<file path="config.mk">
export PLATFORM = sky130hd
export DESIGN_NAME = fibo_inv
export DESIGN_NICKNAME = d
export VERILOG_FILES = /design/src/rtl/fibo_inv.sv
export SDC_FILE = /design/constraint.sdc
export NUM_CORES = 1
export LEC_CHECK = 0
export BUFFER_PORTS_ARGS = -buffer_cell sky130_fd_sc_hd__buf_2
export CORE_MARGIN = 2
export CORE_UTILIZATION = 40
export DETAILED_ROUTE_END_ITERATION = 10
export SLEW_MARGIN = 20
export SYNTH_ARGS = -nofsm -noshare
export SYNTH_HDL_FRONTEND = slang
export SYNTH_SLANG_ARGS = --single-unit
</file>
<file path="constraint.sdc">
create_clock -name clk -period 2.3 [get_ports clk]
set_input_delay 0.345 -clock clk [delete_from_list [all_inputs] [get_ports clk]]
set_output_delay 0.345 -clock clk [all_outputs]
set_load 0.005 [all_outputs]
</file>
<file path="src/rtl/fibo_inv.sv">
// rtl/fibo_inv.sv - inverse Fibonacci FSMD: largest n with fib(n) <= f, plus exact-match flag
// Walks the sequence from fib(0) until fib(n+1) exceeds the latched value.
module fibo_inv #(
   parameter int W  = 20,
   parameter int IW = 5
) (
   input  logic          clk,
   input  logic          rst,
   input  logic          start,
   input  logic [W-1:0]  f,
   output logic          ready,
   output logic          done_tick,
   output logic [IW-1:0] i,
   output logic          exact
);

   typedef enum logic [1:0] {IDLE, OP, DONE} state_t;

   state_t        state_q, state_d;
   logic [W:0]    t0_q, t0_d;
   logic [W:0]    t1_q, t1_d;
   logic [IW-1:0] n_q, n_d;
   logic [W-1:0]  fr_q, fr_d;
   logic [IW-1:0] i_q, i_d;
   logic          exact_q, exact_d;
   logic          ready_q, ready_d;
   logic          done_tick_q, done_tick_d;
   logic [W:0]    fr_ext;

   assign fr_ext = {1'b0, fr_q};

   always_comb begin
      state_d     = state_q;
      t0_d        = t0_q;
      t1_d        = t1_q;
      n_d         = n_q;
      fr_d        = fr_q;
      i_d         = i_q;
      exact_d     = exact_q;
      ready_d     = ready_q;
      done_tick_d = 1'b0;
      unique case (state_q)
         IDLE: begin
            if (start) begin
               fr_d    = f;
               t0_d    = '0;
               t1_d    = {{W{1'b0}}, 1'b1};
               n_d     = '0;
               ready_d = 1'b0;
               state_d = OP;
            end
         end
         OP: begin
            if (t1_q > fr_ext) begin
               i_d         = n_q;
               exact_d     = (t0_q == fr_ext);
               done_tick_d = 1'b1;
               state_d     = DONE;
            end else begin
               t0_d = t1_q;
               t1_d = t0_q + t1_q;
               n_d  = n_q + 1'b1;
            end
         end
         DONE: begin
            ready_d = 1'b1;
            state_d = IDLE;
         end
         default: begin
            ready_d = 1'b1;
            state_d = IDLE;
         end
      endcase
   end

   always_ff @(posedge clk or negedge rst) begin
      if (!rst) begin
         state_q     <= IDLE;
         t0_q        <= '0;
         t1_q        <= '0;
         n_q         <= '0;
         fr_q        <= '0;
         i_q         <= '0;
         exact_q     <= 1'b0;
         ready_q     <= 1'b1;
         done_tick_q <= 1'b0;
      end else begin
         state_q     <= state_d;
         t0_q        <= t0_d;
         t1_q        <= t1_d;
         n_q         <= n_d;
         fr_q        <= fr_d;
         i_q         <= i_d;
         exact_q     <= exact_d;
         ready_q     <= ready_d;
         done_tick_q <= done_tick_d;
      end
   end

   assign ready     = ready_q;
   assign done_tick = done_tick_q;
   assign i         = i_q;
   assign exact     = exact_q;

endmodule

</file>
==> implementation parameters <==
Parameter                              Value

Timing
  Final worst clock skew    8.462 ps
  Achievable frequency    396.3 MHz
  Tightest Pin Transition    476.4 ps
  Worst slew margin relative to its limit    68.24%
  Smallest setup slack after layout    -223.4 ps
  Final critical-path share of the clock period    109.7%
  Final period demand of the worst path    2523 ps
  Final setup fails    51
  Unrepaired setup endpoints after global routing    yes
  Max-slew violation total from the final report    0
  Number of failing hold endpoints at the final stage    0

Setup path
  Top fanout value on the critical path    6
  WS Path Type    reg2reg
  Cell family with most CP delay    simple AND/OR/NAND/NOR gates
  Category of the worst setup path capture point    flop
  CP Buf/Inv Count    5
  Slowest stage cell, crit path    sky130_fd_sc_hd__dfrtp_1
  Critical path required time    2560 ps
  CP max stage delay    350 ps
  Most common cell on crit path    sky130_fd_sc_hd__buf_12
  Worst path cell trace    inv_1 > ha_4 > nand4b_1 > nor4_2 > o21ai_1 > and4_4 > buf_6 > o21ai_4 > buf_12 > buf_12 > buf_8 > nand3_2 > o31ai_2
  Category of the worst setup path launch point    flop
  WP data arrival    2780 ps

Final layout
  Share of layout cells above drive strength 1    33.91%
  Number of antenna diodes    0
  Design area    6510 um^2
  Area Overhead vs Synth    40.43%
  Utilization of the core after routing    57.26%
  Final-stage net count    697

Logic synthesis
  Warning count from the yosys run    0
  Combinational family with the most area after synthesis    simple AND/OR/NAND/NOR gates
  Post-synthesis adder-cell area fraction    11.50%
  Number of synthesized register bits    77
  Mux cell area share after synthesis    2.267%
  Cell area after synthesis    4636 um^2
  Gate count after technology mapping    509
  Top-count cell post-synth    sky130_fd_sc_hd__nand2_1
  Leading cell types by count after synthesis    78 x sky130_fd_sc_hd__nand2_1, 76 x sky130_fd_sc_hd__dfrtp_1, 48 x sky130_fd_sc_hd__nand3_1
  Share of async-settable or async-resettable flops after synthesis    100.0%
  Number of distinct library cells after synthesis    53
  Sequential element share of the synthesized area    41.59%
  Post-Synth XOR/XNOR Area    6.613%
  EDFF count, synth    0
  Library cell with the largest summed area after synthesis    sky130_fd_sc_hd__dfrtp_1
  Prevailing post-synth register cell    sky130_fd_sc_hd__dfrtp_1
  Main area contributors after synthesis    sky130_fd_sc_hd__dfrtp_1 41%, sky130_fd_sc_hd__ha_1 11%, sky130_fd_sc_hd__nand2_1 6.3%, sky130_fd_sc_hd__nand3_1 5.2%, sky130_fd_sc_hd__o21ai_0 4.9%
  Compound-cell area share of the yosys netlist    14.36%
  Share of the synthesized area in the top cell type    41.03%
  Net count of the mapped netlist    574
  Synth Area per Inst    9.107 um^2
  Simple-gate area share of the yosys netlist    19.27%

Detailed routing
  Number of DRC markers after the initial detailed-route iteration    225
  First drt pass iteration count    4
  DR WL/cell    16.48 um
  Vias after detailed routing    4138
  Wirelength, routed    12850 um
  Count of antenna-violating nets left after detailed routing    0
  Average via count per standard cell    5.305
  DRC Markers    0

GRT
  Wire length of the first global-routing pass    21110 um
  Vias in the first global route    4269
  Overall Global Routing Usage    21.45%
  Largest net degree at the start of global routing    49
  Leftover overflow at the end of global routing    0
  Antenna violations before repair    0

Placed design
  Port bufs    30
  Post-place instance area    5560 um^2
  Routability cong.    0.8897
  Setup slack at placement    -198.5 ps
  Detailed Place HPWL    8779 um

Floorplan
  Initial cell density of the core    40.77%
  Core region area    11370 um^2
  Die Span Y    111.7 um
  Die width    111.7 um
  Num rows    39
  Number of ports placed on the die boundary    31
  Area enclosed by the die boundary    12470 um^2

CTS
  Deepest level of the CTS H-tree    3
  Number of sinks handled by clock tree synthesis    77
  CTS clk-pin slew, worst paths    70 ps
  Maximum clock insertion buffer count    2
  Clock tree from TritonCTS    yes
  Cell at the root of the clock tree    sky130_fd_sc_hd__clkbuf_16
  Worst skew pair latency    360 ps
  CTS buffer count    9

Pwr
  Power density of the placed cells    1500 nW/um^2
  Max rail drop VDD    0.0008770 V
  Static leakage    0.003282 uW

Min path
  Hold crit path type    in2reg

Outcome
  Run status    finished, violations left
  Violations in the final reports    negative setup slack

Job
  MaxCap Viol Count    0
-- flip-flops by register name (all words and copies together) (netlist names) --
signal,cells
t0_q,21
t1_q,21
done_tick,1
i,5
exact,1
ready,1
state_q,2
fr_q,20
n_q,5
-- kinds of logic (layout without fill, tap and decap cells) --
logic type      count (synthesis)  after routing
flops                          77             77
mux                             8              8
fa+ha+maj                      42             42
compound gates                110            110
buf+inv                        50            178
simple gates                  187            187
xor+xnor                       35             35
-- what timing repair did --
item | 4_1_cts | 5_1_grt
hold buffers | 1 | 0
cloned | 3 | 2
setup buffers | 9 | 8
hold endpoints to repair | 29 | 0
pin swaps | 38 | 15
endpoints found under the setup margin | 49 | 56
resized for setup | 57 | 40
-- tightest hold or removal path: cells and delay by family --
kind	cells	cell delay (ps)
simple gates	2	90
buf+inv	1	70
-- final cells by class --
type	count	area, um^2
fill	1000	4860
multi-input combinational	382	2846
sequential	77	1928
timing repair buffer	134	1127
clock buffer	9	225.2
tap	143	178.9
inverter	28	105.1
clock inverter	7	98.84
-- stage by stage --
stage          hold slack (ps)  power [uW]  cells  setup TNS (ps)
2_1_floorplan            49.41        4832    509               0
3_3_place_gp             305.7        6630    744           -3185
3_5_place_dp             311.6        6753    744           -5367
4_1_cts                  178.1        9183    772           -2642
5_1_grt                  202.1       10470    780          -13300
6_report                 185.0        9767    780           -6484
-- per-layer routing --
layer	wire (um)	up-vias	track usage (%)
li1	-	2036	-
met5	0	-	0
met1	5824	1975	28.29
met4	356	0	11.19
met3	538	27	3.865
met2	6132	100	33.78
-- report_power, final --
group / internal, uW / total [uW] / leakage, uW / switching, uW
Sequential: 1870 / 2290 / 0.00101 / 414
Clock: 955 / 1570 / 0.000156 / 619
Combinational: 2950 / 5910 / 0.00212 / 2960
-- cells in the final DEF, fill, tap and decap left out, drive strengths merged, types with 5 or more instances in the layout --
cell and n:
xnor2 14, mux2 5, nand2b 7, clkbuf 10
nand4 10, ha 41, xor2 21, inv 29
dfrtp 76, nor3 5, a21oi 20, buf 132
a31oi 5, nor2 15, o21ai 48, a21o 9
nand2 78, nand3 48
-- worst paths after layout --
kind	start	to	slack (ps)	depth (start not counted)
setup reg to reg	fr_q[16]	t1_q[18]	-220	13
max in group asynchronous	rst	ready	1190	3
hold / removal	f[0]	fr_q[0]	180	3
hold reg to reg	n_q[4]	n_q[4]	470	1
min in group asynchronous	rst	i[0]	460	2
setup / recovery	fr_q[16]	t1_q[18]	-220	13
(Power assumes the default switching activity.)
